===== src/rtl/uart_defs_pkg.sv =====
// UART shared definitions: FSM states and line constants.
// Reused by the buffered transmitter and the future receiver.
package uart_defs_pkg;

  typedef enum logic [2:0] {
    IDLE,
    START,
    DATA,
    PARITY,
    STOP
  } uart_state_e;

  localparam logic UART_IDLE_LEVEL = 1'b1;
  localparam int   DEFAULT_CLKS_PER_BIT = 868;
  localparam int   UART_DATA_BITS = 8;

endpackage


===== src/rtl/uart_tx_buffered_fifo.sv =====
// Synchronous FIFO, first-word-fall-through read port.
// A push while full is accepted only if a pop frees a slot on the same edge.
module sync_fifo #(
  parameter int WIDTH = 8,
  parameter int DEPTH = 16
) (
  input  logic                     clk_i,
  input  logic                     rst_ni,
  input  logic                     push_i,
  input  logic [WIDTH-1:0]         data_i,
  input  logic                     pop_i,
  output logic [WIDTH-1:0]         data_o,
  output logic                     full_o,
  output logic                     empty_o,
  output logic [$clog2(DEPTH):0]   count_o
);

  localparam int AW = $clog2(DEPTH);
  localparam logic [AW-1:0] PTR_ONE = 1;
  localparam logic [AW:0]   CNT_ONE = 1;
  localparam logic [AW:0]   CNT_FULL = (AW+1)'(DEPTH);

  logic [WIDTH-1:0] mem_q [DEPTH];
  logic [AW-1:0]    wptr_q, wptr_d;
  logic [AW-1:0]    rptr_q, rptr_d;
  logic [AW:0]      cnt_q, cnt_d;
  logic             do_push;
  logic             do_pop;

  assign full_o  = (cnt_q == CNT_FULL);
  assign empty_o = (cnt_q == '0);
  assign count_o = cnt_q;
  assign data_o  = mem_q[rptr_q];

  assign do_pop  = pop_i & ~empty_o;
  assign do_push = push_i & (~full_o | do_pop);

  always_comb begin
    wptr_d = wptr_q;
    rptr_d = rptr_q;
    cnt_d  = cnt_q;
    if (do_push) wptr_d = wptr_q + PTR_ONE;
    if (do_pop)  rptr_d = rptr_q + PTR_ONE;
    unique case ({do_push, do_pop})
      2'b10:   cnt_d = cnt_q + CNT_ONE;
      2'b01:   cnt_d = cnt_q - CNT_ONE;
      default: cnt_d = cnt_q;
    endcase
  end

  always_ff @(posedge clk_i) begin
    if (do_push) mem_q[wptr_q] <= data_i;
  end

  always_ff @(posedge clk_i or negedge rst_ni) begin
    if (!rst_ni) begin
      wptr_q <= '0;
      rptr_q <= '0;
      cnt_q  <= '0;
    end else begin
      wptr_q <= wptr_d;
      rptr_q <= rptr_d;
      cnt_q  <= cnt_d;
    end
  end

endmodule


===== src/rtl/uart_tx_buffered.sv =====
// Buffered UART transmitter: byte FIFO feeding an 8N1 serial framer.
// Define UART_TX_PARITY_EN for 8E1 framing (even parity bit before stop).
module uart_tx_buffered
  import uart_defs_pkg::*;
#(
  parameter int CLKS_PER_BIT = DEFAULT_CLKS_PER_BIT,
  parameter int FIFO_DEPTH   = 16
) (
  input  logic                          clk,
  input  logic                          rst,
  input  logic [7:0]                    tx_data,
  input  logic                          tx_data_valid,
  output logic                          tx,
  output logic                          tx_busy,
  output logic [$clog2(FIFO_DEPTH):0]   fifo_count,
  output logic                          overflow
);

  localparam int BW = $clog2(CLKS_PER_BIT);
  localparam logic [BW-1:0] BAUD_TC  = BW'(CLKS_PER_BIT - 1);
  localparam logic [BW-1:0] BAUD_ONE = 1;

  uart_state_e state_q, state_d;
  logic [BW-1:0] baud_q, baud_d;
  logic [2:0]    bit_q, bit_d;
  logic [7:0]    shreg_q, shreg_d;
  logic          tx_q, tx_d;
  logic          ovf_q, ovf_d;
  logic          pop;
  logic          tc;
  logic          fifo_full;
  logic          fifo_empty;
  logic [7:0]    fifo_rdata;

  sync_fifo #(
    .WIDTH (8),
    .DEPTH (FIFO_DEPTH)
  ) u_fifo (
    .clk_i   (clk),
    .rst_ni  (rst),
    .push_i  (tx_data_valid),
    .data_i  (tx_data),
    .pop_i   (pop),
    .data_o  (fifo_rdata),
    .full_o  (fifo_full),
    .empty_o (fifo_empty),
    .count_o (fifo_count)
  );

  assign tc = (baud_q == BAUD_TC);

  always_comb begin
    state_d = state_q;
    baud_d  = baud_q + BAUD_ONE;
    bit_d   = bit_q;
    shreg_d = shreg_q;
    pop     = 1'b0;
    unique case (state_q)
      IDLE: begin
        baud_d = '0;
        if (!fifo_empty) begin
          pop     = 1'b1;
          shreg_d = fifo_rdata;
          state_d = START;
        end
      end
      START: begin
        if (tc) begin
          baud_d  = '0;
          bit_d   = '0;
          state_d = DATA;
        end
      end
      DATA: begin
        if (tc) begin
          baud_d = '0;
          if (bit_q == 3'd7) begin
`ifdef UART_TX_PARITY_EN
            state_d = PARITY;
`else
            state_d = STOP;
`endif
          end else begin
            bit_d = bit_q + 3'd1;
          end
        end
      end
`ifdef UART_TX_PARITY_EN
      PARITY: begin
        if (tc) begin
          baud_d  = '0;
          state_d = STOP;
        end
      end
`endif
      STOP: begin
        if (tc) begin
          baud_d = '0;
          // Back-to-back frames: reload straight into START, no idle bit.
          if (!fifo_empty) begin
            pop     = 1'b1;
            shreg_d = fifo_rdata;
            state_d = START;
          end else begin
            state_d = IDLE;
          end
        end
      end
      default: begin
        baud_d  = '0;
        state_d = IDLE;
      end
    endcase
  end

  // Line level is registered from the current state, one cycle behind it.
  always_comb begin
    tx_d = UART_IDLE_LEVEL;
    unique case (state_q)
      START:   tx_d = 1'b0;
      DATA:    tx_d = shreg_q[bit_q];
`ifdef UART_TX_PARITY_EN
      PARITY:  tx_d = ^shreg_q;
`endif
      default: tx_d = UART_IDLE_LEVEL;
    endcase
  end

  assign ovf_d = ovf_q | (tx_data_valid & fifo_full & ~pop);

  always_ff @(posedge clk or negedge rst) begin
    if (!rst) begin
      state_q <= IDLE;
      baud_q  <= '0;
      bit_q   <= '0;
      shreg_q <= '0;
      tx_q    <= UART_IDLE_LEVEL;
      ovf_q   <= 1'b0;
    end else begin
      state_q <= state_d;
      baud_q  <= baud_d;
      bit_q   <= bit_d;
      shreg_q <= shreg_d;
      tx_q    <= tx_d;
      ovf_q   <= ovf_d;
    end
  end

  assign tx       = tx_q;
  assign overflow = ovf_q;
  assign tx_busy  = (state_q != IDLE) | (fifo_count != '0);

endmodule


===== config.mk =====
export PLATFORM = sky130hd
export DESIGN_NAME = uart_tx_buffered
export DESIGN_NICKNAME = d
export VERILOG_FILES = /design/src/rtl/uart_defs_pkg.sv /design/src/rtl/uart_tx_buffered_fifo.sv /design/src/rtl/uart_tx_buffered.sv
export SDC_FILE = /design/constraint.sdc
export NUM_CORES = 1
export LEC_CHECK = 0
export BUFFER_PORTS_ARGS = -buffer_cell sky130_fd_sc_hd__buf_2
export CAP_MARGIN = 20
export CELL_PAD_IN_SITES_DETAIL_PLACEMENT = 1
export CELL_PAD_IN_SITES_GLOBAL_PLACEMENT = 2
export CORE_ASPECT_RATIO = 1.5
export CORE_MARGIN = 3
export CORE_UTILIZATION = 51
export DETAILED_ROUTE_END_ITERATION = 10
export PLACE_DENSITY = 0.82
export SETUP_SLACK_MARGIN = 0.3
export SLEW_MARGIN = 5
export SYNTH_ARGS = -nofsm -noshare
export SYNTH_HDL_FRONTEND = slang
export SYNTH_SLANG_ARGS = --single-unit

===== constraint.sdc =====
create_clock -name clk -period 5.3 [get_ports clk]
set_input_delay 0 -clock clk [delete_from_list [all_inputs] [get_ports clk]]
set_output_delay 0 -clock clk [all_outputs]
set_load 0.01 [all_outputs]

# Yosys cells after proc, flatten, opt, wreduce, memory -nomap -nowiden
# Memory sizes are Yosys's and may differ from the RTL's.
# Index checks and enable logic that the tools add are counted.
classes:
  n_addsub: 6
  magnitude_cmp: 1
  n_eq_ne: 14
  muxes: 25
  bitwise_logic: 10
  n_reduce_logical: 11
ops:
  columns: ["cell", "n"]
  rows:
  - ["3-bit 2-to-1 mux", 8]
  - ["10-bit 2-to-1 mux", 2]
  - ["8-bit 2-to-1 mux", 2]
  - ["8-bit one-hot mux with 2 select lines", 1]
  - ["2-bit != test (second input constant)", 6]
  - ["3-bit one-hot mux with 4 select lines", 1]
  - ["10-bit by 1-bit adder with 10-bit output (second input constant)", 1]
  - ["10-bit == test (second input constant)", 1]
  - ["5-bit one-hot mux with 2 select lines", 1]
  - ["4-bit by 1-bit adder with 4-bit output (second input constant)", 2]
  - ["3-bit == test (second input constant)", 2]
  - ["1-bit 2-to-1 mux", 6]
  - ["3-bit one-hot mux with 2 select lines", 1]
  - ["2-bit nonzero test", 3]
  - ["5-bit by 1-bit adder with 5-bit output (second input constant)", 1]
  - ["5-bit == test (second input constant)", 1]
  - ["5-bit logical NOT", 1]
  - ["5-bit AND reduction", 1]
  - ["5-bit nonzero test", 1]
  - ["5-bit by 1-bit subtractor with 5-bit output (second input constant)", 1]
  - ["1-bit bitwise AND", 4]
  - ["3-bit by 4-bit < comparator with 1-bit output (second input constant)", 1]
  - ["1-bit one-hot mux with 2 select lines", 2]
  - ["4-bit AND reduction", 1]
  - ["other kinds (12)", 16]
totals:
  reg_bits: 39
  mem_bits_rw: 128
  inputBits: 11
  out_inout_bits: 8
  wordCells: 77
  mem_count: 1
mem_list:
  columns: ["name", "words", "width", "read_ports", "rd_clocked_by_memory_dff", "write_ports", "line_no", "rtl"]
  rows:
  - ["u_fifo.mem_q", 16, 8, 1, 0, 1, "uart_tx_buffered_fifo.sv:23", "logic [WIDTH-1:0] mem_q [DEPTH];"]

# Depth between registers and ports, before layout
# Gate-level depths: netlist (run 1).
logic_depth:
  word_depth: 9
  mapped_depth: 10
  depth_no_buf: 10

# Cells and area by module
# From an unflattened synthesis (run 1), not the netlist that was laid out.
hier_totals:
  hier_cells: 415
  hier_area_um2: 7051.8
by_module_without_submodules:
  columns: ["mod", "instances", "cells_per_inst", "area_each_um2", "seq_area_each_um2"]
  rows:
  - ["sync_fifo", 1, 301, 5774.3, 4169.0]
  - ["uart_tx_buffered", 1, 114, 1277.5, 651.9]

# Worst setup path after synthesis (run 1)
# No wires, ideal clock.
synth_timing:
  kind: "flip-flop to flip-flop"
  startpoint: "register baud_q[4]"
  endpoint: "memory u_fifo.mem_q[3][0], enable pin"
  setup_ps: 383
  arrival_time_ps: 2387
  t_required_ps: 4917
  path_slack_ps: 2530
  path_stages_with_launch: 6
  n_path_buf: 0
  period_less_slack_ps: 2770
  path_cell_list: "dfrtp_1 > or4b_4 > o31ai_1 > a21o_2 > nand3_1 > nor3_1"
synth_via:
  elab_chain_len: 8
synth_rtl:
  columns: ["element", "line_no", "rtl"]
  rows:
  - ["from (decl)", "uart_tx_buffered.sv:24", "logic [BW-1:0] baud_q, baud_d;"]
  - ["from (signal assigned)", "uart_tx_buffered.sv:141", "baud_q <= baud_d;"]
  - ["10-bit == test", "uart_tx_buffered.sv:50", "assign tc = (baud_q == BAUD_TC);"]
  - ["1-bit 2-to-1 mux", "uart_tx_buffered.sv:97", "if (tc) begin"]
  - ["1-bit one-hot mux with 2 select lines", "uart_tx_buffered.sv:58", "unique case (state_q)"]
  - ["1-bit bitwise AND", "uart_tx_buffered_fifo.sv:35", "assign do_pop = pop_i & ~empty_o;"]
  - ["1-bit OR", "uart_tx_buffered_fifo.sv:36", "assign do_push = push_i & (~full_o | do_pop);"]
  - ["1-bit bitwise AND", "uart_tx_buffered_fifo.sv:36", null]
  - ["1-bit 2-to-1 mux", "uart_tx_buffered_fifo.sv:52", "if (do_push) mem_q[wptr_q] <= data_i;"]
  - ["1-bit 2-to-1 mux (not written as such)", "uart_tx_buffered_fifo.sv:52", null]
  - ["to (decl)", "uart_tx_buffered_fifo.sv:23", null]
# No other way between the ends.

# Final worst setup path (run 1)
layout_timing:
  startpoint: "register baud_q[4]"
  endpoint: "memory u_fifo.mem_q[5][2], enable pin"
# Same word-level chain as after synthesis.

==> results of run 1 <==
-- layout by cell type (no fill, tap or decap), types with 3 or more instances in the layout --
| cell type | Yosys | final |
|---|---|---|
| edfxtp_1 | 128 | 128 |
| mux4_2 | 42 | 42 |
| dfrtp_1 | 38 | 37 |
| nor2_1 | 32 | 32 |
| buf_2 | 5 | 19 |
| clkbuf_16 | 0 | 17 |
| nand2_1 | 16 | 16 |
| xnor2_1 | 13 | 13 |
| nand3_1 | 11 | 11 |
| mux2_2 | 10 | 10 |
| ha_1 | 10 | 10 |
| inv_1 | 7 | 7 |
| o21ai_0 | 7 | 7 |
| dlygate4sd3_1 | 0 | 7 |
| nand2b_1 | 5 | 5 |
| o31ai_1 | 5 | 5 |
| inv_6 | 0 | 5 |
| nor3_1 | 6 | 4 |
| xor2_1 | 4 | 4 |
| inv_8 | 0 | 4 |
| and3_1 | 3 | 3 |
| nor3_2 | 1 | 3 |
| clkinvlp_4 | 0 | 3 |
-- state kept, by name, indices dropped and copies added (netlist names), 3 cells and up --
signal,cells
u_fifo.mem_q,128
baud_q,10
shreg_q,8
u_fifo.count_o,5
u_fifo.rptr_q,4
u_fifo.wptr_q,4
bit_q,3
state_q,3
-- layer usage --
layer	routed length, um	vias up	GRT usage (%)	share of wire (%)
li1	-	1582	-	-
met1	5800	1841	27.5	39
met2	8290	79	38.5	56
met3	552	16	4.32	3.7
met4	221	0	6.59	1.5
met5	0	-	0	0
-- per-stage QoR --
| stage | std cells | cell area (um2) | hold WS, ns | utilization (%) |
|---|---|---|---|---|
| after detailed placement | 549 | 7150 | 0.216 | 54.4 |
| final | 590 | 7800 | 0.0179 | 59.3 |
| after global placement | 549 | 7150 | 0.193 | 54.4 |
| after floorplan | 386 | 6910 | -0.296 | - |
| after global routing | 590 | 7800 | 0.0153 | 59.3 |
| after CTS | 588 | 7780 | 0.00635 | 59.2 |
-- area by class of cell --
cell class | count | area (um2) | share of cell area (%)
inverters | 7 | 26.3 | 0.337
clock inverters | 15 | 136 | 1.75
repair buffers | 29 | 188 | 2.41
flip-flops and latches | 167 | 4820 | 61.8
well taps | 159 | 199 | 2.55
multi-input cells | 196 | 2000 | 25.7
clock buffers | 17 | 425 | 5.45
-- critical path, cell delays in order, from the launching register on --
cell and delay, ns:
dfrtp_1 0.43, or4b_4 0.58, o31ai_1 0.54, a21o_2 0.30, nand3_1 0.22, nor2_1 0.70
-- cell families after synthesis --
family / share of synthesized area, %
compound gates: 3.17
fa+ha+maj: 1.81
flops: 69.8
simple gates: 6.40
mux: 15.3
buf+inv: 1.34
xor+xnor: 2.16
-- power groups by stage --
stage,registers [uW],clock network [uW],logic [uW]
2_1_floorplan,1740,0,901
3_3_place_gp,1800,0,1140
3_5_place_dp,1820,0,1180
4_1_cts,1790,1210,1190
5_1_grt,1820,1260,1280
6_report,1790,1180,1170
-- final timing paths --
path / startpoint / to / cells past startpoint
max in group asynchronous: rst / u_fifo.rptr_q[0]$_DFFE_PN0N_ / 2
worst min-delay path: tx_data[6] / u_fifo.mem_q[15][6]$_DFFE_PP_ / 1
min in group asynchronous: rst / u_fifo.count_o[3]$_DFFE_PN0P_ / 2
worst max register to register: baud_q[4]$_DFF_PN0_ / u_fifo.mem_q[5][2]$_DFFE_PP_ / 5
worst max-delay path: baud_q[4]$_DFF_PN0_ / u_fifo.mem_q[5][2]$_DFFE_PP_ / 5
worst min register to register: overflow$_DFF_PN0_ / overflow$_DFF_PN0_ / 1
==> metrics.txt, run 1 <==
drt pass-1 iters=4; Mean Syn Cell Area=between 15 and 20 um2; maximum VDD drop=263 uV; relative max-transition margin=a little over a third; TritonCTS buffer count=17; DRC Markers=0; Synth top area share=55.7%; crit path max fanout=8; RSZ-0062 raised after global routing=no; final hold violations=0; Period minus WS final=approximately 3.2 ns; antenna violations before repair=0; NetSw=about 1300 uW; fin worst setup slack=between 2 and 2.5 ns; Main synth FF type=edfxtp_1; total track usage=around 22%; Worst Path Required=roughly 5.3 ns; Setup WS pre-CTS=between 1.5 and 2 ns; Root Driver=clkbuf_16; status=completed; Comb pwr share=between 20% and 30%; # H-tree levels=4; Post-synth top cells=128 x edfxtp_1, 42 x mux4_2, 38 x dfrtp_1, 32 x nor2_1, 16 x nand2_1; Post-synth EDFFs=between 100 and 150; gr ovfl total=0; clk slew on worst S/H paths=~0.070 ns; fill count=~1,100; Final Skew=~0.012 ns; synthesized flop and latch total=between 150 and 200; Clock Path Buffers=2; synthesized net count=slightly above 400; # nets final=439; Flop pwr share=a little over two fifths; Inserted Diodes=0; Initial Util=between 50% and 60%; Clk network pwr share=around 28%; routed vias/inst=5.96; Clock Latency Late Sink=roughly 0.42 ns; Core ar.=about 13,000 um2; fin crit share=59.6%; Synthesis Warnings=0; Int Pwr=2830 uW; startpoint types=flip-flop; Async SR Flop Fraction=about a quarter; synth top area cells=edfxtp_1 56%, dfrtp_1 14%, mux4_2 14%; Worst Hold Class=input pin to flip-flop; Mapped Area=6910 um2; Post-DP HPWL=just under 10,000 um; die width=101 um; largest net degree at the start of global routing=40; Die ar.=roughly 15,000 um2; area grow syn2layout=12.9%; synth unique cells=47; via count=approximately 3,500; Finish-stage setup viols=0; Max-cap violations=0; R2R setup slack=2.14 ns; Slew @ Worst Pin=between 0.9 and 1 ns; wire length per cell=around 25 um; Max Slew Vio Count=0; first-pass GRT wire length=23,800 um; Iter 0 DRT Violations=about 210; most numerous cell in the Yosys netlist=edfxtp_1; crit path capture type=flip-flop; # IOs=19; Resized cells post-CTS=0; WL final=around 15,000 um; Setup TNS=0 ns; clock sink count=167; layout cells sized above 1=27.4%; Net Sw Frac=roughly a third; Crit Path Category=flip-flop to flip-flop; Mapped Cells=between 300 and 400; # rows=slightly above 50; number of global-route vias before repair=between 3,000 and 4,000; PD cells=between 500 and 600 nW/um2; Buffers on Ports=18; Setup Buffers After CTS=0; WP data arrival=about 3.2 ns; CTS tree=done; static leakage=0.00272 uW; total chip power=4140 uW; Max Fclk=around 320 MHz; CTS Hold Bufs=7; largest area contributor in the netlist=edfxtp_1; antenna viol nets, final=0; GP Congestion=between 0.7 and 0.8; die span in y=roughly 150 um; Seq/Total Area, Yosys=a little over two thirds
Note: power is estimated with default switching activity, not from simulation.
==> run 2, diff against run 1 <==
- CORE_UTILIZATION: 51 -> 43
- PLACE_DENSITY: 0.82 -> 0.73
- clock period: 5.3 -> 2.6 ns (I/O delays scaled with it)
==> metrics.txt, run 2 (synthesis gave the netlist of run 1 again) <==
startpoint types=flip-flop; Int Pwr=6240 uW (+120%); Period minus WS final=2.47 ns (-0.686 ns); R2R setup slack=0.13 ns (-2.01 ns); Max Fclk=405 MHz (+28%); Post-DP HPWL=9930 um (+1.1%); largest net degree at the start of global routing=40 (unchanged); # IOs=19 (unchanged); Inserted Diodes=0 (unchanged); drt pass-1 iters=4 (unchanged); # nets final=480 (+9.3%); Clock Path Buffers=2 (unchanged); Final Skew=0.00772 ns (-0.00467 ns); DRC Markers=0 (unchanged); worst reg2reg path endpoint=u_fifo.count_o[4]$_DFFE_PN0P_; TritonCTS buffer count=17 (unchanged); wire length per cell=22.9 um (-9.1%); first-pass GRT wire length=23,700 um (-0.49%); Slew @ Worst Pin=0.931 ns (-0.0262 ns); number of global-route vias before repair=4,048 (+2.6%); family with the most delay on the worst path=compound AO/OA/AOI/OAI gates; most flop-heavy register=u_fifo.mem_q; # rows=56 (+9.8%); RSZ-0062 raised after global routing=yes; PD cells=1060 nW/um2 (+99%); Initial Util=44.0% (-8.5 points); max reg flops=128 (unchanged); crit path capture type=flip-flop; Flop pwr share=40.0% (-3.4 points); antenna violations before repair=0 (unchanged); Clock Latency Late Sink=0.43 ns (about the same); Comb pwr share=34.0% (+5.8 points); Max-cap violations=0 (unchanged); clk slew on worst S/H paths=0.07 ns (about the same); crit-path cells=or4b_4 > o31ai_4 > nand2b_1 > o21ai_2 > ha_4 > a31oi_1 > o32ai_2 > xor2_1; fill count=1,430 (+25%); Core ar.=15,700 um2 (+19%); relative max-transition margin=37.9% (+1.7 points); status=completed; Endpoint, Worst Hold=u_fifo.mem_q[14][3]$_DFFE_PP_; Setup TNS=0 ns (unchanged); Die ar.=17,700 um2 (+18%); Hold Startpoint=tx_data[3]; Hold Path Cell Cnt=1 (unchanged); CP Buf/Inv Count=0 (unchanged); R2R cell count=8 (+3); gr ovfl total=0 (unchanged); Worst Path Required=2.94 ns (-2.40 ns); most common cell after layout, fill and taps aside=edfxtp_1; die width=109 um (+8.4%); fin worst setup slack=0.129 ns (-2.01 ns); area occupied by multi-input gates=2260 um2 (+13%); Clk network pwr share=26.0% (-2.4 points); Finish-stage setup viols=0 (unchanged); via count=3,688 (+4.8%); Net Sw Frac=31.4% (-0.19 points); most frequent cells in the layout=128 x edfxtp_1, 42 x mux4_2, 37 x dfrtp_1; GP Congestion=0.831 (+4.4%); Buffers on Ports=18 (unchanged); WP data arrival=2.81 ns (-0.39 ns); antenna viol nets, final=0 (unchanged); static leakage=0.00300 uW (+11%); Worst Hold Class=input pin to flip-flop; crit path max fanout=4 (-4); routed vias/inst=5.46 (-8.4%); CP max-delay cell=or4b_4; worst reg2reg path startpoint=baud_q[4]$_DFF_PN0_; NetSw=2860 uW (+120%); Storage cell area=4820 um2 (unchanged); biggest regs=u_fifo.mem_q: 128 flops, baud_q: 10 flops, shreg_q: 8 flops; Largest stage delay, worst path=0.57 ns (-0.13 ns); area grow syn2layout=24.7%; CTS tree=done; fin crit share=95.1% (+35 points); critical path depth=8 (+3); Iter 0 DRT Violations=189 (-10%); total track usage=18.7% (-3.2 points); total chip power=9100 uW (+120%); maximum VDD drop=488 uV (+85%); Max Slew Vio Count=0 (unchanged); Hold Worst Slack=0.00728 ns (-0.0106 ns); Crit Path Category=flip-flop to flip-flop; clock sink count=167 (unchanged); WL final=15,500 um (+4.0%); Setup WS pre-CTS=0.00941 ns (-1.73 ns); # H-tree levels=4 (unchanged); layout cells sized above 1=39.6% (+12 points); final hold violations=0 (unchanged); die span in y=161 um (+8.5%); Root Driver=clkbuf_16
[run 2: final cells by class]
cell class,count,share of cell area (%)
repair buffers,70,8.18
multi-input cells,196,26.2
well taps,203,2.95
inverters,7,0.305
clock inverters,14,1.39
clock buffers,18,4.98
flip-flops and latches,167,56.0
[run 2: power groups by stage]
stage | Clock, uW | Sequential [uW] | Combinational, uW
3_3_place_gp | 0 | 3680 | 2700
2_1_floorplan | 0 | 3550 | 2000
4_1_cts | 2410 | 3640 | 2940
3_5_place_dp | 0 | 3700 | 2720
6_report | 2360 | 3640 | 3090
5_1_grt | 2520 | 3700 | 3350
[run 2: what timing repair did]
item	in CTS	in global routing
setup buffers	17	11
hold buffers	7	0
setup endpoints to repair	132	132
pin swaps	13	11
hold endpoints to repair	123	0
resized for setup	17	13
[run 2: worst max-delay path by stage]
| stage | startpoint | slack [ns] | endpoint |
|---|---|---|---|
| after CTS | baud_q[4]$_DFF_PN0_ | 0.21 | u_fifo.count_o[4]$_DFFE_PN0P_ |
| after floorplan | baud_q[3]$_DFF_PN0_ | 0.29 | u_fifo.count_o[4]$_DFFE_PN0P_ |
| final | baud_q[4]$_DFF_PN0_ | 0.13 | u_fifo.count_o[4]$_DFFE_PN0P_ |
| after global routing | u_fifo.count_o[0]$_DFFE_PN0P_ | 0.05 | u_fifo.count_o[4]$_DFFE_PN0P_ |
| after detailed placement | baud_q[3]$_DFF_PN0_ | 0.009 | u_fifo.mem_q[0][0]$_DFFE_PP_ |
| after global placement | baud_q[3]$_DFF_PN0_ | 0.05 | u_fifo.mem_q[0][0]$_DFFE_PP_ |
[run 2: stage by stage]
step	utilization, %	std cells	area (um2)
after floorplan	-	386	7080
after detailed placement	48.0	608	7530
after global routing	54.9	675	8610
final	54.9	675	8610
after global placement	48.0	608	7530
after CTS	53.6	664	8420
[run 2: per-layer routing]
metal / global-route usage (%) / routed length (um) / vias up
li1: - / - / 1661
met1: 21.6 / 5790 / 1962
met2: 34.4 / 9000 / 52
met3: 3.48 / 478 / 13
met4: 5.90 / 199 / 0
met5: 0 / 0 / -
==> run 3, diff against run 2 <==
- GPL_TIMING_DRIVEN: default -> 0
==> metrics.txt, run 3 (synthesis gave the netlist of run 1 again) <==
crit path capture type=flip-flop; most flop-heavy register=u_fifo.mem_q; largest net degree at the start of global routing=40 (unchanged); Core ar.=15,700 um2 (unchanged); antenna viol nets, final=0 (unchanged); Initial Util=44.0% (unchanged); RSZ-0062 raised after global routing=yes; Max-cap violations=0 (unchanged); antenna violations before repair=0 (unchanged); Slew @ Worst Pin=0.935 ns (+0.00379 ns); Period minus WS final=2.42 ns (-0.0522 ns); TritonCTS buffer count=17 (unchanged); gr ovfl total=0 (unchanged); Buffers on Ports=17 (-1); most frequent cells in the layout=128 x edfxtp_1, 42 x mux4_2, 35 x dfrtp_1; WL final=15,900 um (+3.1%); Iter 0 DRT Violations=242 (+28%); Post-DP HPWL=10,100 um (+1.6%); number of global-route vias before repair=4,131 (+2.1%); status=completed; routed vias/inst=5.49 (+0.47%); R2R cell count=6 (-2); max reg flops=128 (unchanged); relative max-transition margin=37.6% (-0.25 points); Worst Hold Class=input pin to flip-flop; # nets final=498 (+3.8%); Finish-stage setup viols=0 (unchanged); die width=109 um (unchanged); Final Skew=0.0133 ns (+0.00557 ns); Inserted Diodes=0 (unchanged); clock sink count=167 (unchanged); GP Congestion=0.735 (-11%); PD cells=1070 nW/um2 (+0.81%); fin worst setup slack=0.181 ns (+0.0522 ns); via count=3,804 (+3.1%); startpoint types=flip-flop; R2R setup slack=0.18 ns (+0.05 ns); DRC Markers=0 (unchanged); static leakage=0.00312 uW (+3.7%); layout cells sized above 1=40.4% (+0.79 points); Endpoint, Worst Hold=u_fifo.wptr_q[3]$_DFFE_PN0P_; total chip power=9400 uW (+3.3%); utilization after layout=56.2% (+1.3 points); worst reg2reg path endpoint=u_fifo.count_o[1]$_DFFE_PN0P_; area grow syn2layout=27.8%; Max Fclk=413 MHz (+2.2%); Clock Path Buffers=2 (unchanged); Clock Latency Late Sink=0.42 ns (about the same); maximum VDD drop=509 uV (+4.2%); most common cell after layout, fill and taps aside=edfxtp_1; Crit Path Category=flip-flop to flip-flop; total track usage=19.2% (+0.53 points); Root Driver=clkbuf_16; WP data arrival=2.72 ns (-0.09 ns); biggest regs=u_fifo.mem_q: 128 flops, baud_q: 10 flops, shreg_q: 8 flops; worst reg2reg path startpoint=baud_q[3]$_DFF_PN0_; drt pass-1 iters=4 (unchanged); # IOs=19 (unchanged); Max Slew Vio Count=0 (unchanged); first-pass GRT wire length=24,400 um (+3.1%); CTS tree=done; wire length per cell=23.0 um (+0.43%); Setup WS pre-CTS=-0.201 ns (-0.211 ns); fin crit share=93.0% (-2.0 points); final hold violations=0 (unchanged); die span in y=161 um (unchanged); Hold Worst Slack=0.219 ns (+0.212 ns); Hold Path Cell Cnt=3 (+2); Worst Path Required=2.91 ns (-0.03 ns); crit path max fanout=4 (unchanged); # rows=56 (unchanged); # H-tree levels=4 (unchanged); clk slew on worst S/H paths=0.07 ns (about the same); Die ar.=17,700 um2 (unchanged); Hold Startpoint=tx_data_valid
run 3: cell types whose count changed in the layout (fill, tap and decap cells not counted), moves of 3 or more:
cell / delta
buf_1: +4
nor2_2: -4
mux2_2: -3
mux2_4: +3
nor2_4: +4
clkinv_2: -3
clkinv_4: +3
buf_4: +3
run 3: repair_timing:
| item | 4_1_cts | 5_1_grt |
|---|---|---|
| hold buffers | 9 | 0 |
| gates cloned | 0 | 1 |
| endpoints found under the setup margin | 141 | 151 |
| endpoints found under the hold margin | 166 | 0 |
| setup buffers | 32 | 13 |
| pin swaps | 24 | 12 |
| gates resized for setup | 38 | 24 |
run 3: worst max-delay path, stage by stage (launching register included):
cell and delay, ns:
dfrtp_1 0.38, or4b_4 0.58, o31a_4 0.34, buf_4 0.15, o311ai_2 0.29, and2_4 0.23
mux2_2 0.32
run 3: how the worst max path moves through the flow:
stage                                    from                       endpoint  slack (ns)  depth (start not counted)
after floorplan           baud_q[3]$_DFF_PN0_  u_fifo.count_o[4]$_DFFE_PN0P_        0.29                          8
after CTS                 baud_q[2]$_DFF_PN0_   u_fifo.mem_q[1][5]$_DFFE_PP_        0.18                          7
final                     baud_q[3]$_DFF_PN0_  u_fifo.count_o[1]$_DFFE_PN0P_        0.18                          6
after global placement    baud_q[4]$_DFF_PN0_   u_fifo.mem_q[1][3]$_DFFE_PP_       -0.15                          5
after global routing      baud_q[3]$_DFF_PN0_   u_fifo.mem_q[1][5]$_DFFE_PP_        0.11                          7
after detailed placement  baud_q[4]$_DFF_PN0_   u_fifo.mem_q[2][3]$_DFFE_PP_       -0.20                          5
run 3: per-layer routing:
metal	global-route usage [%]	routed length [um]
met1	21.9	5980
met2	34.8	9190
met3	3.92	369
met4	7.26	411
met5	0	0
run 3: final cells by class:
cell class / instances / area, um2
inverter: 7 / 26.3
clock inverter: 15 / 163
sequential: 167 / 4820
timing repair buffer: 72 / 728
buffer: 16 / 116
multi-input combinational: 196 / 2290
tap: 203 / 254
fill: 1429 / 6870
clock buffer: 17 / 425
run 3: power by group:
part	leakage, uW	switching [uW]	internal [uW]
Clock	0.000285	1090	1430
Sequential	0.00164	216	3320
Combinational	0.00119	1670	1680
Total	0.00312	2970	6430
run 3: metrics by stage:
| step | area (um2) | TNS (ns) | std cells |
|---|---|---|---|
| CTS | 8650 | 0 | 679 |
| finish | 8830 | 0 | 693 |
| detailed placement | 7420 | -13.08 | 606 |
| floorplan | 7080 | 0 | 386 |
| global placement | 7420 | -9.67 | 606 |
| global route | 8830 | 0 | 693 |
